File: src/rtl/fetch_unit.sv
// Instruction-fetch stage with IF/ID pipeline register.
// Assembles one- or two-word instructions and handles stall and redirect.
//
// state | meaning
// S_OP  | fetching an opcode word
// S_IMM | opcode held, fetching its immediate word
module fetch_unit #(
    parameter int unsigned       ADDR_W   = 32,
    parameter int unsigned       INSTR_W  = 16,
    parameter logic [ADDR_W-1:0] RESET_PC = '0,
    parameter logic [ADDR_W-1:0] PC_STEP  = ADDR_W'(1)
) (
    input  logic               clk,
    input  logic               rst_n,
    input  logic               stall,
    input  logic               redirect,
    input  logic [ADDR_W-1:0]  redirect_addr,
    output logic [ADDR_W-1:0]  imem_addr,
    input  logic [INSTR_W-1:0] imem_rdata,
    output logic               ifid_valid,
    output logic [INSTR_W-1:0] ifid_instr,
    output logic [INSTR_W-1:0] ifid_imm,
    output logic               ifid_has_imm,
    output logic [ADDR_W-1:0]  ifid_pc,
    output logic [ADDR_W-1:0]  ifid_pc_next,
    output logic [4:0]         ifid_opcode,
    output logic [2:0]         ifid_rs,
    output logic [2:0]         ifid_rd,
    output logic [3:0]         ifid_shamt
);

    typedef enum logic {
        S_OP  = 1'b0,
        S_IMM = 1'b1
    } state_t;

    state_t              state_q, state_d;
    logic [ADDR_W-1:0]   pc_q, pc_d;
    logic [ADDR_W-1:0]   pc_inc;
    logic [INSTR_W-1:0]  hold_word_q, hold_word_d;
    logic [ADDR_W-1:0]   hold_pc_q, hold_pc_d;

    logic                valid_q, valid_d;
    logic [INSTR_W-1:0]  instr_q, instr_d;
    logic [INSTR_W-1:0]  imm_q, imm_d;
    logic                has_imm_q, has_imm_d;
    logic [ADDR_W-1:0]   pkt_pc_q, pkt_pc_d;
    logic [ADDR_W-1:0]   pkt_pc_next_q, pkt_pc_next_d;

    assign pc_inc = pc_q + PC_STEP;

    always_ff @(posedge clk or negedge rst_n) begin
        if (!rst_n) begin
            state_q       <= S_OP;
            pc_q          <= RESET_PC;
            hold_word_q   <= '0;
            hold_pc_q     <= '0;
            valid_q       <= 1'b0;
            instr_q       <= '0;
            imm_q         <= '0;
            has_imm_q     <= 1'b0;
            pkt_pc_q      <= '0;
            pkt_pc_next_q <= '0;
        end else begin
            state_q       <= state_d;
            pc_q          <= pc_d;
            hold_word_q   <= hold_word_d;
            hold_pc_q     <= hold_pc_d;
            valid_q       <= valid_d;
            instr_q       <= instr_d;
            imm_q         <= imm_d;
            has_imm_q     <= has_imm_d;
            pkt_pc_q      <= pkt_pc_d;
            pkt_pc_next_q <= pkt_pc_next_d;
        end
    end

    always_comb begin
        state_d       = state_q;
        pc_d          = pc_q;
        hold_word_d   = hold_word_q;
        hold_pc_d     = hold_pc_q;
        valid_d       = valid_q;
        instr_d       = instr_q;
        imm_d         = imm_q;
        has_imm_d     = has_imm_q;
        pkt_pc_d      = pkt_pc_q;
        pkt_pc_next_d = pkt_pc_next_q;

        // Redirect overrides stall; packet payload is left stale behind valid=0.
        if (redirect) begin
            state_d     = S_OP;
            pc_d        = redirect_addr;
            hold_word_d = '0;
            hold_pc_d   = '0;
            valid_d     = 1'b0;
        end else if (!stall) begin
            pc_d = pc_inc;
            case (state_q)
                S_OP: begin
                    if (imem_rdata[0]) begin
                        hold_word_d = imem_rdata;
                        hold_pc_d   = pc_q;
                        valid_d     = 1'b0;
                        state_d     = S_IMM;
                    end else begin
                        valid_d       = 1'b1;
                        instr_d       = imem_rdata;
                        imm_d         = '0;
                        has_imm_d     = 1'b0;
                        pkt_pc_d      = pc_q;
                        pkt_pc_next_d = pc_inc;
                    end
                end
                S_IMM: begin
                    valid_d       = 1'b1;
                    instr_d       = hold_word_q;
                    imm_d         = imem_rdata;
                    has_imm_d     = 1'b1;
                    pkt_pc_d      = hold_pc_q;
                    pkt_pc_next_d = pc_inc;
                    state_d       = S_OP;
                end
                default: state_d = S_OP;
            endcase
        end
    end

    assign imem_addr    = pc_q;
    assign ifid_valid   = valid_q;
    assign ifid_instr   = instr_q;
    assign ifid_imm     = imm_q;
    assign ifid_has_imm = has_imm_q;
    assign ifid_pc      = pkt_pc_q;
    assign ifid_pc_next = pkt_pc_next_q;
    assign ifid_opcode  = instr_q[15:11];
    assign ifid_rs      = instr_q[10:8];
    assign ifid_rd      = instr_q[7:5];
    assign ifid_shamt   = instr_q[4:1];

endmodule

File: config.mk
export PLATFORM = sky130hd
export DESIGN_NAME = fetch_unit
export DESIGN_NICKNAME = d
export VERILOG_FILES = /design/src/rtl/fetch_unit.sv
export SDC_FILE = /design/constraint.sdc
export NUM_CORES = 1
export LEC_CHECK = 0
export BUFFER_PORTS_ARGS = -buffer_cell sky130_fd_sc_hd__buf_2
export CAP_MARGIN = 20
export CORE_ASPECT_RATIO = 0.9
export CORE_MARGIN = 8
export CORE_UTILIZATION = 28
export CTS_CLUSTER_DIAMETER = 200
export DETAILED_ROUTE_END_ITERATION = 16
export HOLD_SLACK_MARGIN = 0.1
export PLACE_DENSITY = 0.59
export SYNTH_ARGS = -nofsm -noshare
export SYNTH_HDL_FRONTEND = slang
export SYNTH_SLANG_ARGS = --single-unit
File: constraint.sdc
create_clock -name clk -period 2.5 [get_ports clk]
set_input_delay 0.125 -clock clk [delete_from_list [all_inputs] [get_ports clk]]
set_output_delay 0.125 -clock clk [all_outputs]
set_load 0.05 [all_outputs]
=== Word-level counts from Yosys, hierarchy flattened ===
Cells that the tools add are included.

* Bits in latches: 0
* Output and inout port bits: 145
* Logic and storage cells: 48
* Memories kept: 0
* Bits in read-only memories: 0
* Flip-flop bits (word level): 179
* Memory bits (writable): 0
* Input port bits: 52

* Mux-type cells: 28
* Shift-type cells: 0
* Divide/modulo/power cells: 0
* $lt $le $gt $ge: 0
* $add $sub $neg: 1
* $mul: 0
* Reduce and logical (&&, ||, !) cells: 3
* Bitwise gates (word level): 3
* Equal/unequal tests: 3

{| class="wikitable"
|+ Operator list
! cell !! number
|-
| $mux W32 || 8
|-
| $pmux W32 S2 || 2
|-
| $mux W16 || 6
|-
| $pmux W16 S2 || 2
|-
| $add A32 B1 Y32 const B || 1
|-
| $mux W1 || 7
|-
| $pmux W1 S2 || 3
|-
| $reduce_and A3 Y1 || 2
|-
| $ne A2 B2 Y1 const B || 2
|-
| $not A1 Y1 || 3
|-
| $ne A2 B1 Y1 const B || 1
|-
| $reduce_bool A2 Y1 || 1
|}

=== Logic depth before layout (Yosys ltp) ===
Gate-level depths: netlist of the first run.

* Depth in word-level cells: 4
* Mapped depth: 8
* Mapped depth without buffers: 6

=== Least setup slack after synthesis of the first run ===
No wires, ideal clock.

* Path kind: register -> register
* Start point: reg pc_q[0] (netlist: imem_addr[0])
* End point: reg pc_q[22] (netlist: imem_addr[22])
* Stages on the path, launching flop included: 8
* Path slack: 0.334 ns
* Arrival: 2.084 ns
* Data required time: 2.417 ns
* Clock period less this slack: 2.166 ns
* Path through: dfrtp_1 ha_1 and4_1 and3_1 buf_2 nand3_1 xor2_1 o21ai_0

* Word-level cells in the longest chain between the ends: 3

{| class="wikitable"
|+ RTL lines
! item !! RTL line !! source
|-
| start, declared || 38 || <nowiki>logic [ADDR_W-1:0] pc_q, pc_d;</nowiki>
|-
| start signal, assigned || 66 || <nowiki>pc_q <= pc_d;</nowiki>
|-
| $add A32 B1 Y32 || 50 || <nowiki>assign pc_inc = pc_q + PC_STEP;</nowiki>
|-
| $mux W32 || 97 || <nowiki>end else if (!stall) begin</nowiki>
|-
| $mux W32 || 91 || <nowiki>if (redirect) begin</nowiki>
|}

No other way between the ends. The select of a mux whose other input is x is not followed.
A chain may end at the register's enable or synchronous reset.

=== Worst setup path in the final report of the first run ===
* Start point: reg pc_q[0] (netlist: imem_addr[0])
* End point: reg pc_q[6] (netlist: imem_addr[6])

Same word-level chain as after synthesis.

==> results of run 1 <==
==> per-layer routing <==
layer  global-route usage, %  vias to the layer above
li1                        -                     3082
met1                    19.3                     3201
met2                    22.4                      183
met3                    3.98                       27
met4                    4.48                        0
met5                       0                        -
==> sequential cells by signal, indices dropped and copies added, names as in the netlist <==
| signal | cells |
|---|---|
| ifid_imm | 16 |
| hold_word_q | 16 |
| state_q | 1 |
| ifid_valid | 1 |
| imem_addr | 32 |
| ifid_instr | 16 |
| hold_pc_q | 32 |
| ifid_pc_next | 32 |
| ifid_has_imm | 1 |
| ifid_pc | 32 |
==> metrics by stage <==
step / hold WS [ns] / utilization, % / setup WS, ns / total power, mW / std cells
global placement: 0.156 / 32.8 / 0.351 / 6.13 / 1302
floorplan: -0.171 / - / 0.334 / 5.46 / 780
global route: 0.247 / 36.8 / 0.142 / 9.41 / 1389
detailed placement: 0.155 / 32.8 / 0.357 / 6.16 / 1302
CTS: 0.198 / 36.8 / 0.306 / 9.12 / 1389
finish: 0.215 / 36.8 / 0.306 / 8.97 / 1389
==> power breakdown <==
part | leakage (nW) | switching, mW | internal (mW)
logic | 2.37 | 1.94 | 0.623
registers | 2.31 | 0.318 | 3.25
clock network | 0.296 | 1.17 | 1.66
==> worst max path at each step <==
stage                 start               end  slack (ns)  cells past startpoint
4_1_cts        imem_addr[0]      imem_addr[6]        0.31                      7
3_5_place_dp   imem_addr[0]  ifid_pc_next[30]        0.36                      6
3_3_place_gp   imem_addr[0]  ifid_pc_next[30]        0.35                      6
5_1_grt        imem_addr[0]      imem_addr[6]        0.14                      7
6_report       imem_addr[0]      imem_addr[6]        0.31                      7
2_1_floorplan  imem_addr[0]     imem_addr[22]        0.33                      7
==> cell type report <==
type / count / share of cell area, %
multi-input combinational: 510 / 31.3
tap: 396 / 4.64
clock inverter: 11 / 1.39
clock buffer: 21 / 4.41
sequential: 179 / 42.0
timing repair buffer: 269 / 16.2
inverter: 3 / 0.105
==> placed cells by master, fill, tap and decap left out, drive strengths merged, types with 3 or more instances in the layout <==
cell / synthesis / layout
nor3: 17 / 17
a22o: 63 / 63
or2: 3 / 3
and3: 3 / 3
buf: 51 / 213
o21ai: 108 / 108
nor4: 4 / 4
mux2i: 48 / 48
nand4: 16 / 16
dlygate4sd3: 0 / 55
nand2: 125 / 125
xnor2: 30 / 30
dfrtp: 179 / 179
nor2: 21 / 21
inv: 3 / 6
xor2: 30 / 30
bufinv: 0 / 3
clkbuf: 37 / 22
nand3: 21 / 21
clkinvlp: 0 / 3
==> cells by family (layout without fill, tap and decap cells) <==
kind of cell,after synthesis,in the layout,share of synthesized area (%)
AOI/OAI and AO/OA,177,177,13.7
adders and majority gates,1,1,0.151
buffers and inverters,91,304,5.66
and+or+nand+nor,222,222,13.9
muxes,50,50,6.08
xor gates and xnor gates,60,60,6.35
DFF,179,179,54.2
==> worst max-delay path: stages (launching register included) <==
cell           delay [ns]
dfrtp_1              0.35
ha_1                 0.26
and4_1               0.36
nand2_1              0.14
nor2_1               0.16
xnor2_1              0.13
o21ai_0              0.09
dlygate4sd3_1        0.58
==> what timing repair did <==
| item | CTS | global route |
|---|---|---|
| endpoints found under the setup margin | 0 | 0 |
| hold endpoints to repair | 136 | 0 |
| hold buffers | 55 | 0 |
| setup buffers | 0 | 0 |
==> run summary, run 1 <==
fillers: 2928
Mapped Nets: 833
met2 wire length: 11200 µm
Hold Crit Class: in2reg
async set-reset flop share out of synthesis: 100%
hold path endpoint: imem_addr[12]
Slew headroom: 35.8%
crit path kind: reg2reg
global-route usage over all layers: 14.4%
CTS resizes: 0
WHS Path Cells: 4
total gr overflow: 0
Post-synth EDFFs: 0
depth of the most critical reg-to-reg path: 7
max-cap violation count: 0
Top FF cell, synth: dfrtp_1
WL final: 24800 µm
number of synthesized register bits: 179
drt pass-1 iters: 4
die area: 35300 µm²
Commonest cells post-synth: 179 x dfrtp_1, 124 x nand2_1, 97 x o21ai_0, 63 x a22o_1, 48 x mux2i_1
port bufs: 196
Num CTS Buffers: 17
Worst Setup Start Kind: flip-flop
Post-DP HPWL: 17200 µm
final net count: 1033
CP max FO: 5
critical path endpoint category: flip-flop
R2R Path End: imem_addr[6]
number of H-tree levels: 4
CTS tree: built
Final Critical Period: 2.19 ns
# rows: 59
share of post-route cells with drive strength above 1: 27.2%
first-pass GRT wire length: 39900 µm
clk sinks: 179
initial antenna violation count: 0
outcome: finished clean
clk buf depth: 2
FF+latch area: 4480 µm²
RSZ-0062 raised after global routing: no
Skew-Pair Late Insertion Delay: 0.43 ns
Starting Density: 28.5%
Multi-input gate area: 3340 µm²
Tightest Pin Transition: 0.961 ns
cell area after layout: 10700 µm²
cells after synthesis: 780
io pins: 197
maximum VDD drop: 0.489 mV
largest net degree at the start of global routing: 61
Leak Pwr: 4.98 nW
hold path startpoint: stall
drt initial violations: 333
vias in the first global route: 6902
yosys warns: 0
DIE WIDTH: 197 µm
fmax: 456 MHz
remaining routing DRC violations: 0
CTS root buffer: clkbuf_16
Avg WL per Cell: 17.9 µm
core area: 29000 µm²
worst path required time: 2.81 ns
routed vias: 6493
critical path arrival: 2.50 ns
Die Ht: 179 µm
FF-to-FF setup slack: 0.31 ns
placed instance area: 9510 µm²
Fin Clk Skew: 0.0104 ns
Top Layer Used: met4
drt via density: 4.67
Post-Syn Area per Cell: 10.6 µm²
post-synth top area share: 54.2%
Area Growth Syn to Fin: 29.1%
setup TNS: 0 ns
wl on met1: 11600 µm
Final ANT Viol Nets: 0
synth unique cells: 46
R2R Path Start: imem_addr[0]
post-synthesis sequential area ratio: 54.2%
Reg clk slew, reported paths: 0.07 ns
synth top area cells: dfrtp_1 54%, a22o_1 6.7%, o21ai_0 5.9%, mux2i_1 5.8%, nand2_1 5.6%
WL met3: 1600 µm
most frequent cell after synthesis: dfrtp_1
Slew Limit Fails: 0
# diodes: 0
Final setup viols: 0
PD cells: 840 nW/µm²
Synth Cell Area: 8270 µm²
final hold viol count: 0
cell taking the most area after synthesis: dfrtp_1
final period utilization: 87.7%
GPL Wtd Cong: 0.740
Note: power is estimated with default switching activity, not from simulation.
==> inputs of run 2 (changes only) <==
PLACE_DENSITY = 0.51   (was 0.59)
==> run summary, run 2 (synthesized netlist as in run 1, its figures left out) <==
Slew headroom: 57.0% (+21 points)
Tightest Pin Transition: 0.645 ns (-0.316 ns)
Final ANT Viol Nets: 0 (unchanged)
share of post-route cells with drive strength above 1: 27.5% (+0.31 points)
Final Critical Period: 2.14 ns (-0.0510 ns)
first-pass GRT wire length: 40300 µm (+0.90%)
clk sinks: 179 (unchanged)
critical path arrival: 2.44 ns (-0.06 ns)
total gr overflow: 0 (unchanged)
Starting Density: 28.5% (unchanged)
routed vias: 6353 (-2.2%)
# rows: 59 (unchanged)
final hold viol count: 0 (unchanged)
Avg WL per Cell: 18.4 µm (+3.1%)
final net count: 1029 (-0.39%)
vias in the first global route: 6655 (-3.6%)
CTS resizes: 0 (unchanged)
Die Ht: 179 µm (unchanged)
R2R Path Start: imem_addr[8]
clk buf depth: 2 (unchanged)
CTS tree: built
Hold Crit Class: in2async
Slew Limit Fails: 0 (unchanged)
Reg clk slew, reported paths: 0.07 ns (about the same)
CTS root buffer: clkbuf_16
drt pass-1 iters: 5 (+1)
hold_ws: 0.285 ns (+0.0707 ns)
setup TNS: 0 ns (unchanged)
commonest non-fill, non-tap cells in the layout: 195 x buf_2, 178 x dfrtp_1, 123 x nand2_1
Seq pwr share: 39.7% (about the same)
Power Internal: 5.49 mW (-0.88%)
global-route usage over all layers: 14.6% (+0.21 points)
postcts setup bufs: 0 (unchanged)
RSZ-0062 raised after global routing: no
critical path endpoint category: flip-flop
Area Growth Syn to Fin: 28.7%
combinational power share: 28.6% (about the same)
core area: 29000 µm² (unchanged)
CP max FO: 9 (+4)
R2R Path End: imem_addr[27]
remaining routing DRC violations: 0 (unchanged)
drt via density: 4.58 (-1.9%)
port bufs: 196 (unchanged)
die area: 35300 µm² (unchanged)
GPL Wtd Cong: 0.763 (+3.1%)
switching power: 3.49 mW (+1.6%)
Final setup viols: 0 (unchanged)
Place WS: 0.344 ns (-0.0130 ns)
DIE WIDTH: 197 µm (unchanged)
worst path required time: 2.80 ns (about the same)
WL final: 25500 µm (+2.8%)
FF-to-FF setup slack: 0.36 ns (+0.05 ns)
fmax: 467 MHz (+2.4%)
largest net degree at the start of global routing: 65 (+6.6%)
io pins: 197 (unchanged)
switching share of power: 38.9% (+0.59 points)
share of power burned in the clock network: 31.7% (about the same)
number of H-tree levels: 4 (unchanged)
drt initial violations: 285 (-14%)
crit path kind: reg2reg
initial antenna violation count: 0 (unchanged)
Worst Setup Start Kind: flip-flop
Leak Pwr: 4.98 nW (about the same)
Num CTS Buffers: 17 (unchanged)
Post-DP HPWL: 17600 µm (+2.6%)
Skew-Pair Late Insertion Delay: 0.42 ns (about the same)
commonest non-fill, non-tap cell in the layout: buf_2
max-cap violation count: 0 (unchanged)
fillers: 2976 (+1.6%)
depth of the most critical reg-to-reg path: 5 (-2)
final period utilization: 85.7% (-2.0 points)
PD cells: 843 nW/µm² (+0.37%)
Fin Clk Skew: 0.0179 ns (+0.00748 ns)
Setup WS post-layout: 0.357 ns (+0.0510 ns)
maximum VDD drop: 0.435 mV (-11%)
outcome: finished clean
==> run 2: layout make-up <==
type / instances / area (µm²) / share of cell area, %
tap: 396 / 495 / 4.65
inverter: 3 / 11.3 / 0.106
timing repair buffer: 265 / 1700 / 15.9
clock inverter: 14 / 176 / 1.66
sequential: 179 / 4480 / 42.1
multi-input combinational: 510 / 3340 / 31.4
antenna: 1 / 2.50 / 0.0235
clock buffer: 18 / 439 / 4.13
==> run 2: worst max path at each step <==
| stage | endpoint | cells after the start | startpoint |
|---|---|---|---|
| 5_1_grt | imem_addr[27] | 5 | imem_addr[6] |
| 3_5_place_dp | imem_addr[27] | 5 | imem_addr[6] |
| 4_1_cts | imem_addr[27] | 5 | imem_addr[6] |
| 3_3_place_gp | imem_addr[27] | 5 | imem_addr[6] |
| 2_1_floorplan | imem_addr[22] | 7 | imem_addr[0] |
| 6_report | imem_addr[27] | 5 | imem_addr[8] |
==> run 2: what timing repair did <==
action,4_1_cts,5_1_grt
setup endpoints to repair,0,0
endpoints found under the hold margin,140,0
hold buffers,50,0
==> run 2: power groups by stage <==
stage / Sequential [mW] / Combinational (mW) / Clock, mW
after floorplan: 4.65 / 0.813 / 0
after global placement: 3.61 / 2.54 / 0
after detailed placement: 3.62 / 2.54 / 0
after CTS: 3.57 / 2.61 / 2.96
after global routing: 3.62 / 2.74 / 3.06
final: 3.56 / 2.57 / 2.85
==> run 2: metal layers <==
| metal | part of all wire (%) | track usage [%] | routed length, µm | up-vias |
|---|---|---|---|---|
| li1 | - | - | - | 3082 |
| met1 | 49 | 20.5 | 12600 | 3116 |
| met2 | 45 | 22.3 | 11400 | 145 |
| met3 | 5.2 | 3.66 | 1320 | 10 |
| met4 | 0.75 | 3.73 | 192 | 0 |
| met5 | 0 | 0 | 0 | - |
==> run 2: through the flow <==
step           power [mW]  util, %  instance area, µm²  std cells
2_1_floorplan        5.46        -                8270        780
3_3_place_gp         6.15     32.8                9530       1303
3_5_place_dp         6.17     32.8                9530       1303
4_1_cts              9.14     36.7               10600       1385
5_1_grt              9.42     36.7               10600       1385
6_report             8.98     36.7               10600       1386
==> run 2: critical path, cell delays in order, from the launching register on <==
cell     delay, ns
dfrtp_1       0.57
nand4_4       0.28
nor3_2        0.53
nand4_1       0.20
xnor2_1       0.16
mux2_2        0.26
==> inputs of run 3 (changes only) <==
CELL_PAD_IN_SITES_DETAIL_PLACEMENT = 1   (was default)
CELL_PAD_IN_SITES_GLOBAL_PLACEMENT = 2   (was default)
PLACE_DENSITY = default   (was 0.51)
PLACE_DENSITY_LB_ADDON = 0.1   (was default)
SLEW_MARGIN = 30   (was default)
==> run summary, run 3 (synthesized netlist as in run 1, its figures left out) <==
outcome: finished clean
first-pass GRT wire length: 43700 µm (+8.4%)
critical path, cell by cell: buf_4, and2_1, a22o_1
remaining routing DRC violations: 0 (unchanged)
final hold viol count: 0 (unchanged)
Total Power: 8.99 mW (+0.17%)
vias in the first global route: 7285 (+9.5%)
CP max FO: 49 (+40)
wl on met1: 13100 µm (+3.6%)
Starting Density: 28.5% (unchanged)
initial antenna violation count: 1 (+1)
port bufs: 196 (unchanged)
GPL Wtd Cong: 0.745 (-2.4%)
# diodes: 0 (-1)
Worst Setup Start Kind: flip-flop
largest net degree at the start of global routing: 54 (-17%)
share of power burned in the clock network: 31.4% (-0.3 points)
number of H-tree levels: 4 (unchanged)
Final ANT Viol Nets: 0 (unchanged)
Crit-path slowest cell: and2_1
switching share of power: 40.3% (+1.4 points)
Power Internal: 5.37 mW (-2.1%)
max-cap violation count: 0 (unchanged)
commonest non-fill, non-tap cells in the layout: 195 x buf_2, 178 x dfrtp_1, 123 x nand2_1
Tightest Pin Transition: 0.898 ns (+0.254 ns)
PD cells: 841 nW/µm² (-0.30%)
# rows: 59 (unchanged)
io pins: 197 (unchanged)
DIE WIDTH: 197 µm (unchanged)
Hold Crit Class: in2reg
drt pass-1 iters: 5 (unchanged)
Seq pwr share: 39.6% (about the same)
global-route usage over all layers: 15.8% (+1.2 points)
RSZ-0062 raised after global routing: no
Slew Limit Fails: 0 (unchanged)
Top Layer Used: met5
met2 wire length: 12800 µm (+13%)
Leak Pwr: 5.01 nW (+0.69%)
die area: 35300 µm² (unchanged)
drt via density: 4.69 (+2.2%)
core area: 29000 µm² (unchanged)
Slew headroom: 40.1% (-17 points)
CTS tree: built
WL met3: 1090 µm (-17%)
drt initial violations: 280 (-1.8%)
Fin Clk Skew: 0.0268 ns (+0.00893 ns)
setup TNS: 0 ns (unchanged)
crit path kind: reg2reg
share of post-route cells with drive strength above 1: 28.0% (+0.54 points)
Reg clk slew, reported paths: 0.07 ns (about the same)
CTS root buffer: clkbuf_16
final period utilization: 86.4% (+0.66 points)
Post-DP HPWL: 19400 µm (+10%)
Die Ht: 179 µm (unchanged)
clk sinks: 179 (unchanged)
critical path endpoint category: flip-flop
WL final: 27200 µm (+6.6%)
Area Growth Syn to Fin: 29.3%
Skew-Pair Late Insertion Delay: 0.44 ns (+0.02 ns)
switching power: 3.62 mW (+3.8%)
routed vias: 6518 (+2.6%)
fillers: 3271 (+9.9%)
Final Critical Period: 2.16 ns (+0.0165 ns)
commonest non-fill, non-tap cell in the layout: buf_2
fmax: 463 MHz (-0.77%)
clk buf depth: 2 (unchanged)
total gr overflow: 0 (unchanged)
Multi-input gate area: 3340 µm² (unchanged)
combinational power share: 29.0% (+0.4 points)
hold_ws: 0.156 ns (-0.129 ns)
Final setup viols: 0 (unchanged)
Worst path max stage delay: 0.74 ns (+0.17 ns)
Num CTS Buffers: 17 (unchanged)
final net count: 1035 (+0.58%)
worst path required time: 2.86 ns (+0.06 ns)
FF+latch area: 4480 µm² (unchanged)
critical path arrival: 2.52 ns (+0.08 ns)
maximum VDD drop: 0.451 mV (+3.6%)
Avg WL per Cell: 19.6 µm (+6.2%)
-- run 3: timing repair --
action                    in CTS  in global routing
hold endpoints to repair     216                  0
hold buffers                  49                  0
resized for setup              0                  0
setup buffers                  0                  0
-- run 3: power groups by stage --
stage	Clock (mW)	Sequential, mW	Combinational, mW
CTS	2.92	3.57	2.66
detailed placement	0	3.62	2.59
global route	3.03	3.63	2.78
floorplan	0	4.65	0.813
finish	2.83	3.56	2.61
global placement	0	3.60	2.57
-- run 3: layout make-up --
cell class	count	share of cell area [%]
sequential	179	41.9
clock buffer	19	4.23
tap	396	4.63
timing repair buffer	271	16.4
multi-input combinational	510	31.3
inverter	3	0.105
clock inverter	13	1.43
-- run 3: per-stage QoR --
stage                     utilization [%]  cell area, µm²  std cells  setup slack, ns
after detailed placement             33.1            9600       1310            0.285
after global placement               33.0            9570       1309            0.353
after CTS                            36.9           10700       1391            0.273
after floorplan                         -            8270        780            0.334
after global routing                 36.9           10700       1391           0.0986
final                                36.9           10700       1391            0.341
-- run 3: worst max-delay path: cells and delay by family, from the launching register on --
| kind | cells | cell delay [ns] |
|---|---|---|
| AND/OR/NAND/NOR | 1 | 0.74 |
| flip-flops | 1 | 0.40 |
| buffers and inverters | 1 | 0.71 |
| AO/OA/AOI/OAI | 1 | 0.23 |
-- run 3: path summary, 6_finish.rpt --
kind | start | to | slack, ns | cells after the start
worst max-delay path | state_q | ifid_imm[3] | 0.34 | 3
worst min-delay path | stall | state_q | 0.16 | 4
worst max register to register | state_q | ifid_imm[3] | 0.34 | 3
worst min register to register | ifid_pc[31] | ifid_pc[31] | 0.47 | 2
max in group asynchronous | rst_n | hold_pc_q[27] | 1.57 | 3
min in group asynchronous | rst_n | ifid_instr[8] | 0.23 | 2
-- run 3: layer usage --
layer	GRT usage (%)	vias to the layer above
met5	0	-
met4	3.13	2
met3	3.58	16
met2	26.1	128
met1	21.1	3287
li1	-	3085
